<file path="config.mk">
export PLATFORM = sky130hd
export DESIGN_NAME = dmem_store_arbiter
export DESIGN_NICKNAME = d
export VERILOG_FILES = /design/src/rtl/dmem_store_arbiter.sv
export SDC_FILE = /design/constraint.sdc
export NUM_CORES = 1
export LEC_CHECK = 0
export CORE_MARGIN = 3
export CORE_UTILIZATION = 25
export DETAILED_ROUTE_END_ITERATION = 8
export SYNTH_ARGS = -nofsm -noshare
export SYNTH_HDL_FRONTEND = slang
export SYNTH_SLANG_ARGS = --single-unit
</file>
<file path="constraint.sdc">
create_clock -name clock -period 4.5 [get_ports clock]
set_clock_uncertainty 0.15 [all_clocks]
set_input_delay 0.45 -clock clock [delete_from_list [all_inputs] [get_ports clock]]
set_output_delay 0.45 -clock clock [all_outputs]
set_load 0.02 [all_outputs]
</file>
<file path="src/rtl/dmem_store_arbiter.sv">
// Single Dmem port owner: in-order retired-store queue drained in the background, one outstanding load.
// Optional store-to-load forwarding of exact WORD matches under `DMEM_STORE_FWD_EN.

module dmem_sq_match #(
  parameter int XLEN = 32
) (
  input  logic [XLEN-1:0] entry_addr,
  input  logic [XLEN-1:0] ld_addr,
  output logic            word_hit
);
  assign word_hit = entry_addr[XLEN-1:2] == ld_addr[XLEN-1:2];
endmodule

module dmem_store_arbiter #(
  parameter int SQ_DEPTH = 4,
  parameter int XLEN     = 32
) (
  input  logic                      clock,
  input  logic                      reset_n,
  input  logic                      st_valid,
  input  logic [1:0]                st_size,
  input  logic [XLEN-1:0]           st_addr,
  input  logic [XLEN-1:0]           st_data,
  output logic                      st_full,
  output logic [$clog2(SQ_DEPTH):0] sq_count,
  input  logic                      ld_req,
  input  logic [XLEN-1:0]           ld_addr,
  input  logic [1:0]                ld_size,
  output logic                      ld_grant,
  output logic                      ld_done,
  output logic [XLEN-1:0]           ld_data,
  output logic [1:0]                proc2Dmem_command,
  output logic [XLEN-1:0]           proc2Dmem_addr,
  output logic [63:0]               proc2Dmem_data,
  output logic [1:0]                proc2Dmem_size,
  input  logic [3:0]                mem2proc_response,
  input  logic [3:0]                mem2proc_tag,
  input  logic [63:0]               mem2proc_data
);
  localparam int PW = $clog2(SQ_DEPTH);
  localparam int CW = PW + 1;
  localparam logic [1:0] BUS_NONE  = 2'd0;
  localparam logic [1:0] BUS_LOAD  = 2'd1;
  localparam logic [1:0] BUS_STORE = 2'd2;
  localparam logic [1:0] MEM_WORD  = 2'd2;

  typedef enum logic {IDLE, LD_WAIT} ld_state_t;

  ld_state_t                       state;
  logic [3:0]                      tag_q;
  logic                            half_q;
  logic [PW-1:0]                   head, tail;
  logic [CW-1:0]                   count;
  logic [SQ_DEPTH-1:0][XLEN-1:0]   q_addr;
  logic [SQ_DEPTH-1:0][XLEN-1:0]   q_data;
  logic [SQ_DEPTH-1:0][1:0]        q_size;
  logic [SQ_DEPTH-1:0]             hit;
  logic                            blocked, fwd_hit, tag_hit;
  logic                            empty, load_sel, store_sel, accepted, enq, deq;
  logic [PW-1:0]                   idx;
`ifdef DMEM_STORE_FWD_EN
  logic [PW-1:0]                   young;
`endif

  for (genvar g = 0; g < SQ_DEPTH; g++) begin : g_match
    dmem_sq_match #(.XLEN(XLEN)) u_match (
      .entry_addr (q_addr[g]),
      .ld_addr    (ld_addr),
      .word_hit   (hit[g])
    );
  end

  // Walk occupied slots oldest to youngest; the last hit is the youngest match.
  always_comb begin
    blocked = 1'b0;
    idx     = head;
`ifdef DMEM_STORE_FWD_EN
    young   = head;
`endif
    for (int k = 0; k < SQ_DEPTH; k++) begin
      idx = head + PW'(k);
      if (k < int'(count) && hit[idx]) begin
        blocked = 1'b1;
`ifdef DMEM_STORE_FWD_EN
        young   = idx;
`endif
      end
    end
  end

`ifdef DMEM_STORE_FWD_EN
  assign fwd_hit = (state == IDLE) && ld_req && blocked && (q_addr[young] == ld_addr) &&
                   (q_size[young] == ld_size) && (ld_size == MEM_WORD);
`else
  assign fwd_hit = 1'b0;
`endif

  assign sq_count  = count;
  assign st_full   = count == CW'(SQ_DEPTH);
  assign empty     = count == '0;
  assign accepted  = mem2proc_response != 4'd0;
  assign load_sel  = !st_full && (state == IDLE) && ld_req && !blocked;
  assign store_sel = !load_sel && !empty;
  assign deq       = store_sel && accepted;
  assign enq       = st_valid && !st_full;
  assign ld_grant  = load_sel && accepted;
  assign tag_hit   = (state == LD_WAIT) && (mem2proc_tag != 4'd0) && (mem2proc_tag == tag_q);
  assign ld_done   = tag_hit || fwd_hit;

  always_comb begin
    ld_data = '0;
    if (tag_hit)
      ld_data = half_q ? mem2proc_data[63:32] : mem2proc_data[31:0];
`ifdef DMEM_STORE_FWD_EN
    else if (fwd_hit)
      ld_data = q_data[young];
`endif
  end

  always_comb begin
    proc2Dmem_command = BUS_NONE;
    proc2Dmem_addr    = '0;
    proc2Dmem_data    = '0;
    proc2Dmem_size    = '0;
    if (load_sel) begin
      proc2Dmem_command = BUS_LOAD;
      proc2Dmem_addr    = ld_addr;
      proc2Dmem_size    = ld_size;
    end else if (store_sel) begin
      proc2Dmem_command = BUS_STORE;
      proc2Dmem_addr    = q_addr[head];
      proc2Dmem_size    = q_size[head];
      proc2Dmem_data    = q_addr[head][2] ? {q_data[head], 32'h0} : {32'h0, q_data[head]};
    end
  end

  // Payload storage carries no reset; occupancy is tracked by the pointers and count.
  always_ff @(posedge clock) begin
    if (enq) begin
      q_addr[tail] <= st_addr;
      q_data[tail] <= st_data;
      q_size[tail] <= st_size;
    end
  end

  always_ff @(posedge clock or negedge reset_n) begin
    if (!reset_n) begin
      head   <= '0;
      tail   <= '0;
      count  <= '0;
      state  <= IDLE;
      tag_q  <= '0;
      half_q <= 1'b0;
    end else begin
      if (enq) tail <= tail + PW'(1);
      if (deq) head <= head + PW'(1);
      case ({enq, deq})
        2'b10:   count <= count + CW'(1);
        2'b01:   count <= count - CW'(1);
        default: count <= count;
      endcase
      case (state)
        IDLE: if (ld_grant) begin
          state  <= LD_WAIT;
          tag_q  <= mem2proc_response;
          half_q <= ld_addr[2];
        end
        LD_WAIT: if (tag_hit) state <= IDLE;
        default: state <= IDLE;
      endcase
    end
  end
endmodule

</file>
# Word-level counts from Yosys, hierarchy flattened
# Cells that the tools add are included.
dict set report word_totals {
  ff_bits 277
  inputBits 176
  out_inout_bits 138
  elab_cells 106
}
dict set report classes {
  addsub 6
  order_cmp 10
  eq_ne 8
  muxes 40
  bitwise 1
  n_reduce_logical 23
}
# op n
set op_table {}
lappend op_table {{$bwmux 128} 2}
lappend op_table {{$mux 32} 7}
lappend op_table {{$mux 64} 3}
lappend op_table {{$bmux 32 s2} 2}
lappend op_table {{$eq 30x30->1} 4}
lappend op_table {{$demux 32 s2} 1}
lappend op_table {{$lt 2x3->1 const B} 5}
lappend op_table {{$logic_and 1x1->1} 14}
lappend op_table {{$mux 2} 6}
lappend op_table {{$mux 1} 10}
lappend op_table {{$bmux 1 s2} 4}
lappend op_table {{$bwmux 8} 1}
lappend op_table {{$reduce_bool 4->1} 2}
lappend op_table {{$lt 1x3->1 const A} 2}
lappend op_table {{$lt 2x3->1 const A} 2}
lappend op_table {{$pmux 3 s2} 1}
lappend op_table {{$add 2x1->2 const B} 2}
lappend op_table {{$add 2x2->2 const B} 2}
lappend op_table {{$bmux 2 s2} 1}
lappend op_table {{$demux 2 s2} 1}
lappend op_table {{$eq 4x4->1} 1}
lappend op_table {{$logic_not 1->1} 4}
lappend op_table {{$add 3x1->3 const B} 1}
lappend op_table {{$eq 3x3->1 const B} 1}
lappend op_table {{other kinds (9)} 9}

# Depth between registers and ports, before layout
# Gate-level depths: netlist of the first run.
dict set report depth {
  word_depth 15
  mapped_depth 12
  mapped_depth_nobuf 12
}

# Cells and area by module
# A second synthesis of the first run with hierarchy kept.
dict set report unflattened {
  hier_cells 863
  area_unflattened_um2 13255.2
}
# mod n_inst cells_per_inst area_per_inst_um2 seq_area_each_um2
set by_module_without_submodules {}
lappend by_module_without_submodules {dmem_store_arbiter 1 703 11933.9 8252.9}
lappend by_module_without_submodules {dmem_sq_match 4 40 330.3 0.0}

# Least setup slack after synthesis of the first run
# Ideal clock, no wire load.
dict set report synth_timing {
  path_type {input to output}
  startpoint {in ld_addr[18]}
  endpoint {out proc2Dmem_data[23]}
  t_arrival_ns 2.621
  required_ns 3.900
  path_slack_ns 1.279
  cell_stages 10
  path_buffers 2
  path_cell_list {buf_2 -> xnor2_1 -> nand4_1 -> nor4_4 -> nand2_2 -> a2111oi_4 -> a31oi_2 -> a21oi_1 -> clkbuf_2 -> and3_1}
}
dict set report synth_via {
  elab_chain_cells 14
  elab_cells_between_ends 26
  cone_classes {eq/ne: 4; mux: 14; reduce/logical: 8}
}
# element line
set synth_rtl {}
lappend synth_rtl {{start: declaration} 27} ;# input logic [XLEN-1:0] ld_addr,
lappend synth_rtl {{$eq 30x30->1} 11} ;# assign word_hit = entry_addr[XLEN-1:2] == ld_addr[XLEN-1:2];
lappend synth_rtl {{$bmux 1 s2} 82} ;# if (k < int'(count) && hit[idx]) begin
lappend synth_rtl {{$mux 1 (implied by the code)} 82}
lappend synth_rtl {{$logic_and 1x1->1} 82}
lappend synth_rtl {{$mux 1 (3 in a row)} 82}
lappend synth_rtl {{$mux 1 *} 82}
lappend synth_rtl {{$logic_not 1->1 *} 102} ;# assign load_sel = !st_full && (state == IDLE) && ld_req && !blocked;
lappend synth_rtl {{$logic_and 1x1->1 *} 102}
lappend synth_rtl {{$logic_not 1->1} 103} ;# assign store_sel = !load_sel && !empty;
lappend synth_rtl {{$logic_and 1x1->1} 103}
lappend synth_rtl {{$mux 64} 129} ;# end else if (store_sel) begin
lappend synth_rtl {{$mux 64 *} 125} ;# if (load_sel) begin
lappend synth_rtl {{end: declaration} 34} ;# output logic [63:0] proc2Dmem_data,
# Every way passes the cells marked *; elsewhere a longest branch is shown, timed or not. The select of a mux whose other input is x is not followed.

# Worst setup path after layout of the first run
dict set report layout_timing {
  startpoint {in ld_addr[21]}
  endpoint {out proc2Dmem_data[37]}
}
# Same word-level chain as after synthesis.

==> results by group, run 1 <==
Setup path
  • Cell chain of the critical path: clkdlybuf4s50_1, buf_4, xnor2_1, nand4_1, nor4_4, nand2_2, a2111oi_4, a31oi_2, buf_12, a211oi_4, buf_12, and2_1, dlygate4sd2_1
  • Crit path buffers/inverters: 5
  • Crit-path most repeated cell: buf_12
  • Critical Path AT: 3.79 ns
  • Crit end category: primary output
  • Max incr delay on CP: between 0.4 and 0.5 ns
  • Critical path's slowest cell: clkdlybuf4s50_1
  • Critical Path RT: 3.90 ns
  • Largest delay share family, worst path: buffers and inverters
  • Maximum fanout along the worst path: 33
  • CP startpoint kind: input port
  • Critical setup path kind: in2out

Die
  • Die X: about 240 um
  • Chip height: approximately 240 um
  • Die area: 0.0577 mm2
  • Core footprint: approximately 0.054 mm2
  • Rows: between 80 and 90
  • Starting density of the core: 25.4%
  • # IOs: between 300 and 400

Final layout
  • P&R area growth vs syn: 37.3%
  • Layout cells sized above 1: between 20% and 30%
  • Core Util, Final: a little over a third
  • Nets: ~1.4k

Logic synthesis
  • Area of the mapped netlist: approximately 0.014 mm2
  • Ys flop type: edfxtp_1
  • Number of synthesized flops with an enable pin: roughly 260
  • Synth cell types: 46
  • Yosys reg bits: approximately 280
  • Average size of a mapped cell: ~16 um2
  • Async SR Flop Fraction: under 10%
  • Synthesized net count: 1058
  • Synth Instances: around 870
  • YS warnings: 0
  • Sequential share of the synthesized area: approximately 60%

Routing
  • Vias post-DR: roughly 8.7k
  • Post-route ant nets: 0
  • # DRC: 0
  • Vias per Instance: around 4.5
  • Final WL: roughly 40000 um
  • Wirelength per Cell: slightly above 20 um
  • Drt first-iter violations: about 430
  • Drt first pass iters: 4

Placement
  • Routability cong.: about 0.85
  • DP Wirelength: slightly below 30000 um
  • IO buf count: about 310

Timing
  • Setup TNS: 0 ns
  • Final hold viol count: 0
  • Slew Viols, Final: 0
  • FMAX: 228 MHz
  • Part of the cycle the worst path needs: between 90 and 100%
  • Setup violations, final: 0
  • Final min period: around 4.4 ns
  • RSZ-0062 raised after global routing: no
  • Slew @ Worst Pin: about 1.2 ns
  • Slew HR: between 20% and 30%

Global routing
  • Pin count of the biggest net entering global routing: 38
  • Vias in the first global route: approximately 9.0k
  • Initial antenna violation count: 4
  • First-pass GRT wire length: 57600 um
  • Total grt overflow: 0
  • Total GRT Usage: between 10% and 20%

Worst hold path
  • Hold Crit Class: in2async

Clocking
  • Clk sinks: 277
  • Hold Buf Count CTS: 0
  • H-tree depth: 1
  • Maximum buffer depth of the clock tree: 3
  • CTS tree: done
  • Root buffer cell: clkbuf_16
  • Num CTS Buffers: 30
  • Clock Latency Late Sink: between 0.5 and 0.6 ns
  • Clock slew at reported path FFs: about 0.06 ns

Power and ir drop
  • Sw power: 4420 uW
  • Lkg Pwr: between 0.006 and 0.007 uW
  • Sequential power share: about a third
  • Net Sw Frac: between 30 and 40%
  • Worst vdd ir: 0.000331 V
  • Clock share of power: between 20 and 25%
  • Comb power frac: about 48%
  • Pwr dens: 628 mW/mm2
  • Cell-internal power: around 7400 uW

Run
  • Max Cap Viol: 0

Outcome
  • Status: complete, no violations
-- synth_stat cells, types with 2 or more instances --
master	instances	share of area, %
nand2_1	15	0.41
a211oi_1	2	0.11
dfrtp_1	13	2.4
nor2_1	37	1.0
and2_1	35	1.6
xnor2_1	121	7.7
nor4_1	7	0.32
buf_4	3	0.16
nand4_1	29	1.3
inv_1	9	0.25
o21ai_0	5	0.18
a21o_1	3	0.16
xor2_1	8	0.51
mux2_2	11	0.90
nor4_4	2	0.31
buf_12	3	0.44
a21oi_1	5	0.18
o22ai_1	2	0.091
and3_1	36	1.6
nor3_1	3	0.11
buf_2	25	0.91
or4_1	2	0.11
edfxtp_1	264	58
nand3_1	5	0.18
nor2b_1	36	1.6
ha_1	9	0.82
clkbuf_1	31	0.85
mux2i_1	34	2.5
mux4_2	65	11
buf_6	7	0.57
buf_1	4	0.11
mux2_4	28	3.1
-- repair_timing --
item | 4_1_cts | 5_1_grt
endpoints found under the setup margin | 99 | 100
buffers inserted | 1 | 0
pin swaps | 1 | 4
gates resized for setup | 102 | 71
-- path summary, 6_finish.rpt --
path	cells past startpoint	endpoint	startpoint	slack, ns
max reg2reg	16	sq_count[2]	q_addr[20]	1.00
min	1	head[1]	reset_n	0.15
max	13	proc2Dmem_data[37]	ld_addr[21]	0.11
min in group clock	1	q_addr[23]	st_addr[23]	0.36
max in group asynchronous	1	head[0]	reset_n	3.55
min reg2reg	1	tag_q[1]	tag_q[1]	0.38
-- worst reg2reg max path: stages, from the launching register on --
cell	delay, ns
edfxtp_1	0.47
xnor2_4	0.29
nand4_1	0.21
nor4_1	0.31
buf_4	0.17
buf_4	0.10
nand3_1	0.09
a22oi_1	0.23
a31oi_2	0.17
buf_12	0.17
buf_4	0.13
a211oi_1	0.18
buf_4	0.15
ha_1	0.17
mux2i_1	0.19
nor2_1	0.06
xor2_1	0.13
-- cell families (layout without fill, tap and decap cells) --
| kind of cell | after synthesis | in the layout | synth area share, % |
|---|---|---|---|
| flip-flops | 277 | 277 | 60.1 |
| AND/OR/NAND/NOR | 212 | 212 | 8.95 |
| multiplexers | 138 | 138 | 17.1 |
| XOR/XNOR | 129 | 129 | 8.23 |
| buffers and inverters | 83 | 456 | 3.33 |
| AO/OA/AOI/OAI | 25 | 25 | 1.40 |
| adder cells (fa/ha/maj) | 9 | 9 | 0.821 |
| other | 0 | 1 | 0 |
-- flip-flops by register name, indices dropped and copies added (netlist names) --
name	flops
half_q	1
tag_q	4
q_data	128
state	1
q_size	8
sq_count	3
tail	2
q_addr	128
head	2
-- stage by stage --
step	setup WS [ns]	area (um2)	std cells	hold WS [ns]	power, uW
after global placement	-0.231	18000	1885	0.368	10100
after global routing	0.00358	18800	1942	0.178	12500
final	0.115	18800	1943	0.147	11800
after CTS	0.00431	18900	1942	0.145	12100
after detailed placement	-0.321	18000	1885	0.369	10100
after floorplan	1.28	13700	873	0.00441	7410
-- layout by cell type, fill, tap and decap left out, drive strengths merged, types with 13 or more instances in the layout --
cell type / instances
and2: 35
and3: 37
buf: 79
clkbuf: 70
clkdlybuf4s50: 211
dfrtp: 13
dlygate4sd2: 66
edfxtp: 264
mux2: 39
mux2i: 34
mux4: 65
nand2: 16
nand4: 29
nor2: 37
nor2b: 36
xnor2: 121
-- final cells by class --
class / instances / area (um2)
clock buffer: 40 / 848
timing repair buffer: 391 / 3560
multi-input combinational: 513 / 5140
clock inverter: 16 / 130
fill: 5196 / 35200
inverter: 9 / 33.8
antenna: 1 / 2.50
sequential: 277 / 8260
tap: 696 / 871
-- metal layers --
layer | global-route usage [%] | vias up | part of all wire [%]
met4 | 3.55 | 8 | 2.2
met3 | 3.05 | 59 | 7.0
li1 | - | 3986 | -
met1 | 17.1 | 4316 | 41
met5 | 0 | - | 0.11
met2 | 23.0 | 290 | 49
-- power groups by stage --
| stage | registers [uW] | logic [uW] | clock network, uW |
|---|---|---|---|
| 2_1_floorplan | 3660 | 3750 | 0 |
| 3_3_place_gp | 3780 | 6290 | 0 |
| 3_5_place_dp | 3800 | 6310 | 0 |
| 4_1_cts | 3750 | 5870 | 2470 |
| 5_1_grt | 3800 | 6120 | 2580 |
| 6_report | 3740 | 5690 | 2390 |
No activity file was read; power rests on OpenSTA's default activity.
==> inputs of run 2 (changes only) <==
--- a/config.mk
+++ b/config.mk
@@ -5,9 +5,12 @@
 export SDC_FILE = /design/constraint.sdc
 export NUM_CORES = 1
 export LEC_CHECK = 0
+export CAP_MARGIN = 20
 export CORE_MARGIN = 3
 export CORE_UTILIZATION = 25
+export CTS_CLUSTER_DIAMETER = 30
 export DETAILED_ROUTE_END_ITERATION = 8
+export PLACE_DENSITY = 0.47
 export SYNTH_ARGS = -nofsm -noshare
 export SYNTH_HDL_FRONTEND = slang
 export SYNTH_SLANG_ARGS = --single-unit
==> run 2 against run 1 <==
Non-clock buffer count down 16; sequential power about the same; final area up 7.5%; global-route usage up 1.0 points; clock power up 80%; critical path depth unchanged; power up 20%; utilization up 2.6 points; critical path type unchanged; critical endpoint is now proc2Dmem_data[53].
==> results by group, run 2 (same netlist as run 1, synthesis figures left out) <==
Die
  • Die area: between 0.05 and 0.06 mm2
  • # IOs: approximately 310
  • Rows: 85
  • Chip height: around 240 um
  • Starting density of the core: around a quarter
  • Die X: around 240 um
  • Core footprint: around 0.054 mm2

Setup path
  • Register-to-register setup slack: roughly 1.1 ns
  • Crit path buffers/inverters: 5
  • Critical Path RT: 3.90 ns
  • Crit end category: primary output
  • CP startpoint kind: input port
  • Critical setup path kind: in2out
  • Cell chain of the critical path: clkdlybuf4s50_1, buf_4, xnor2_1, nand4_1, nor4_4, nand2_1, a2111oi_4, a31oi_2, buf_4, a211oi_4, buf_12, and2_1, clkdlybuf4s50_1
  • Critical path's slowest cell: clkdlybuf4s50_1
  • Critical Path AT: between 3 and 4 ns
  • Max incr delay on CP: 0.59 ns
  • Largest delay share family, worst path: buffers and inverters
  • Maximum fanout along the worst path: 33

Placement
  • DP Wirelength: ~30000 um
  • IO buf count: between 300 and 400
  • Routability cong.: between 0.7 and 0.8
  • Place WS: -0.255 ns

Timing
  • Setup TNS: 0 ns
  • Final hold viol count: 0
  • Final min period: about 4.5 ns
  • Setup violations, final: 0
  • FMAX: roughly 220 MHz
  • Part of the cycle the worst path needs: approximately 100%
  • Hold_ws: about 0.11 ns
  • RSZ-0062 raised after global routing: yes
  • Worst Slack Setup Final: around 0.004 ns
  • Slew HR: 36.7%
  • Slew @ Worst Pin: about 0.95 ns
  • Slew Viols, Final: 0

Power and ir drop
  • Clock share of power: between 30% and 40%
  • Cell-internal power: approximately 9300 uW
  • Pwr dens: ~700 mW/mm2
  • Lkg Pwr: 0.00785 uW
  • Worst vdd ir: approximately 0.00037 V
  • Comb power frac: a little over two fifths
  • Sequential power share: a little over a quarter
  • Sw power: a little under 5000 uW
  • Net Sw Frac: 34.6%
  • Overall Power: about 14000 uW

Routing
  • Wirelength per Cell: ~22 um
  • Post-route ant nets: 0
  • Vias per Instance: approximately 4.5
  • Final WL: roughly 43000 um
  • Drt first-iter violations: 512
  • Vias post-DR: between 8k and 9k
  • Drt first pass iters: 5
  • # DRC: 0

Clocking
  • Maximum buffer depth of the clock tree: 3
  • Hold Buf Count CTS: 0
  • Clock slew at reported path FFs: roughly 0.040 ns
  • Clk sinks: ~280
  • Num CTS Buffers: 61
  • Root buffer cell: clkbuf_16
  • Clock Latency Late Sink: around 0.6 ns
  • H-tree depth: 2
  • CTS tree: done

Final layout
  • P&R area growth vs syn: 47.6%
  • Core Util, Final: about 37%
  • Layout cells sized above 1: 23.6%
  • Largest registers: q_addr x128, q_data x128, q_size x8
  • Most frequent cells in the layout: 264 x edfxtp_1, 235 x clkdlybuf4s50_1, 113 x xnor2_1
  • Nets: 1422
  • Commonest non-fill, non-tap cell in the layout: edfxtp_1
  • FILL cells: 5155

Run
  • Max Cap Viol: 0

Global routing
  • Initial antenna violation count: 8
  • Total grt overflow: 0
  • First-pass GRT wire length: between 60000 and 70000 um
  • Pin count of the biggest net entering global routing: between 60 and 70
  • Total GRT Usage: between 10% and 20%
  • Vias in the first global route: around 9.4k

Outcome
  • Status: complete, no violations

Worst hold path
  • Hold Crit Class: in2async
[run 2: per-stage QoR]
stage                     cells  area (um2)
final                      1985       20300
after global routing       1984       20200
after CTS                  1983       20000
after detailed placement   1868       17900
after global placement     1868       17900
after floorplan             873       13700
[run 2: worst paths after layout]
check,start,endpoint,cells past startpoint
max reg2reg,q_addr[119],sq_count[2],14
min reg2reg,tag_q[2],tag_q[2],1
max,ld_addr[16],proc2Dmem_data[53],13
min,reset_n,sq_count[2],1
min in group clock,st_data[16],q_data[16],1
max in group asynchronous,reset_n,head[0],1
[run 2: final cells by class]
class	instances	area [um2]	area share [%]
Antenna cell	1	2.50	0.0124
Clock buffer	66	1550	7.63
Clock inverter	48	495	2.45
Inverter	9	33.8	0.167
Multi-Input combinational cell	513	5210	25.7
Sequential cell	277	8260	40.8
Tap cell	696	871	4.30
Timing Repair Buffer	375	3830	18.9
[run 2: metal layers]
layer | vias up | part of all wire, % | track usage, %
met5 | - | 0.21 | 0
met2 | 296 | 48 | 24.1
li1 | 4043 | - | -
met4 | 14 | 1.9 | 3.73
met3 | 77 | 7.1 | 4.37
met1 | 4408 | 43 | 18.2
[run 2: timing repair]
action                                  CTS  global route
pin swaps                                 5             2
gates resized for setup                  29            71
endpoints found under the setup margin   98            83
buffers inserted                          1             1
[run 2: power groups by stage]
stage	clock network (uW)	registers [uW]	logic, uW
6_report	4300	3760	6130
5_1_grt	4550	3820	6580
4_1_cts	4400	3770	6340
3_5_place_dp	0	3810	6380
3_3_place_gp	0	3800	6380
2_1_floorplan	0	3660	3750
==> inputs of run 3 (changes only) <==
--- a/config.mk
+++ b/config.mk
@@ -8,7 +8,7 @@
 export CAP_MARGIN = 20
 export CORE_MARGIN = 3
 export CORE_UTILIZATION = 25
-export CTS_CLUSTER_DIAMETER = 30
+export CTS_CLUSTER_DIAMETER = 80
 export DETAILED_ROUTE_END_ITERATION = 8
 export PLACE_DENSITY = 0.47
 export SYNTH_ARGS = -nofsm -noshare
==> run 3 against run 2 <==
Final area down 5.1%; combinational power down 1%; non-clock buffer count up 1; largest cell class unchanged; final cell count down 2.6%; clock power down 41%; critical path type unchanged.
==> results by group, run 3 (same netlist as run 1, synthesis figures left out) <==
Placement
  • IO buf count: between 300 and 400
  • Area after DPL: around 0.018 mm2
  • DP Wirelength: 29900 um
  • Routability cong.: ~0.79

Final layout
  • Core Util, Final: 35.6%
  • Nets: 1397
  • Multi-input gate area: 0.00523 mm2
  • Largest registers: q_addr x128, q_data x128, q_size x8
  • Layout cells sized above 1: 20.4%
  • Cell area after layout: 0.0192 mm2
  • FILL cells: ~5.2k
  • Most frequent cells in the layout: 264 x edfxtp_1, 229 x clkdlybuf4s50_1, 111 x xnor2_1
  • P&R area growth vs syn: 40.0%
  • Commonest non-fill, non-tap cell in the layout: edfxtp_1
  • FF+latch area: 0.00826 mm2

Timing
  • Slew HR: a little under two fifths
  • Part of the cycle the worst path needs: just under 100%
  • Setup TNS: 0 ns
  • FMAX: 226 MHz
  • Hold_ws: 0.200 ns
  • Final hold viol count: 0
  • Setup violations, final: 0
  • Slew Viols, Final: 0
  • Final min period: 4.42 ns
  • Slew @ Worst Pin: roughly 0.95 ns

Worst hold path
  • Hold Crit Class: in2async

Setup path
  • Register-to-register setup slack: 1.07 ns
  • Maximum fanout along the worst path: 19
  • CP startpoint: ld_addr[28]
  • Critical Path RT: 3.90 ns
  • FF-to-FF Start: q_addr[43]
  • Reg-to-Reg End: sq_count[2]
  • Crit end category: primary output
  • CP startpoint kind: input port
  • Critical Path AT: 3.82 ns
  • Worst reg-to-reg path cell count: 15
  • Critical setup path kind: in2out

Global routing
  • Initial antenna violation count: 8
  • First-pass GRT wire length: roughly 60000 um
  • Vias in the first global route: ~9k
  • Total GRT Usage: about 14%
  • Total grt overflow: 0
  • Pin count of the biggest net entering global routing: 67

Die
  • # IOs: around 310
  • Core footprint: 0.0540 mm2
  • Rows: 85
  • Die area: slightly below 0.06 mm2
  • Die X: between 200 and 250 um
  • Chip height: ~240 um
  • Starting density of the core: ~25%

Power and ir drop
  • Pwr dens: between 600 and 700 mW/mm2
  • Worst vdd ir: about 0.00033 V
  • Sw power: roughly 4500 uW
  • Clock share of power: roughly 21%
  • Comb power frac: 49.0%
  • Sequential power share: between 30% and 40%
  • Lkg Pwr: about 0.0073 uW
  • Cell-internal power: 7820 uW
  • Net Sw Frac: between 30% and 40%

Clocking
  • Clk sinks: between 200 and 300
  • CTS tree: done
  • Clock Latency Late Sink: ~0.52 ns
  • Clock slew at reported path FFs: approximately 0.05 ns
  • H-tree depth: 2
  • Num CTS Buffers: 35
  • Hold Buf Count CTS: 0
  • Maximum buffer depth of the clock tree: 3
  • Root buffer cell: clkbuf_16

Run
  • Max Cap Viol: 0

Routing
  • Drt first-iter violations: 406
  • # DRC: 0
  • Drt first pass iters: 5
  • Vias post-DR: ~8.7k
  • Post-route ant nets: 0
  • Final WL: roughly 42000 um
  • Vias per Instance: 4.52
  • Wirelength per Cell: 22.0 um

Outcome
  • Status: complete, no violations
## run 3: worst max path at each step
stage	endpoint	slack (ns)	cells after the start
6_report	proc2Dmem_addr[4]	0.08	13
5_1_grt	proc2Dmem_addr[8]	-0.02	13
4_1_cts	proc2Dmem_addr[16]	0.005	13
3_5_place_dp	proc2Dmem_data[44]	-0.25	12
3_3_place_gp	proc2Dmem_data[44]	-0.29	12
2_1_floorplan	proc2Dmem_data[23]	1.28	10
## run 3: per-layer routing
| metal | part of all wire (%) | global-route usage, % | vias to the layer above |
|---|---|---|---|
| li1 | - | - | 3971 |
| met1 | 44 | 18.5 | 4407 |
| met2 | 48 | 24.0 | 280 |
| met3 | 6.4 | 3.57 | 69 |
| met4 | 1.9 | 3.33 | 14 |
| met5 | 0.23 | 0 | - |
## run 3: cell type report
type / count / area share, %
diodes: 1 / 0.0130
clock buffers: 44 / 4.74
clock inverters: 17 / 0.599
inverters: 9 / 0.176
multi-input cells: 513 / 27.2
flip-flops and latches: 277 / 43.0
well taps: 696 / 4.53
repair buffers: 376 / 19.7
## run 3: per-stage QoR
stage / setup slack [ns] / instances / total power [uW]
floorplan: 1.28 / 873 / 7410
global placement: -0.285 / 1868 / 10200
detailed placement: -0.255 / 1868 / 10200
CTS: 0.00516 / 1930 / 12600
global route: -0.0201 / 1932 / 13100
finish: 0.0769 / 1933 / 12300
## run 3: power by group through the flow
| stage | clock network (uW) | logic [uW] | registers (uW) |
|---|---|---|---|
| 2_1_floorplan | 0 | 3750 | 3660 |
| 3_3_place_gp | 0 | 6380 | 3800 |
| 3_5_place_dp | 0 | 6380 | 3810 |
| 4_1_cts | 2620 | 6250 | 3760 |
| 5_1_grt | 2740 | 6520 | 3810 |
| 6_report | 2530 | 6050 | 3760 |
## run 3: worst max-delay path: stages
cell and delay, ns:
clkdlybuf4s50_1 0.49, buf_4 0.21, xnor2_2 0.24, nand4_1 0.18, nor4_4 0.37, buf_4 0.17
nand3_1 0.09, a31oi_2 0.24, nor4_4 0.09, and2_2 0.25, buf_12 0.18, mux2_4 0.31
clkdlybuf4s50_1 0.54
## run 3: what timing repair did
item                                    in CTS  in global routing
gates resized for setup                     42                 66
pin swaps                                    3                  8
endpoints found under the setup margin      98                 65
buffers inserted                             1                  2
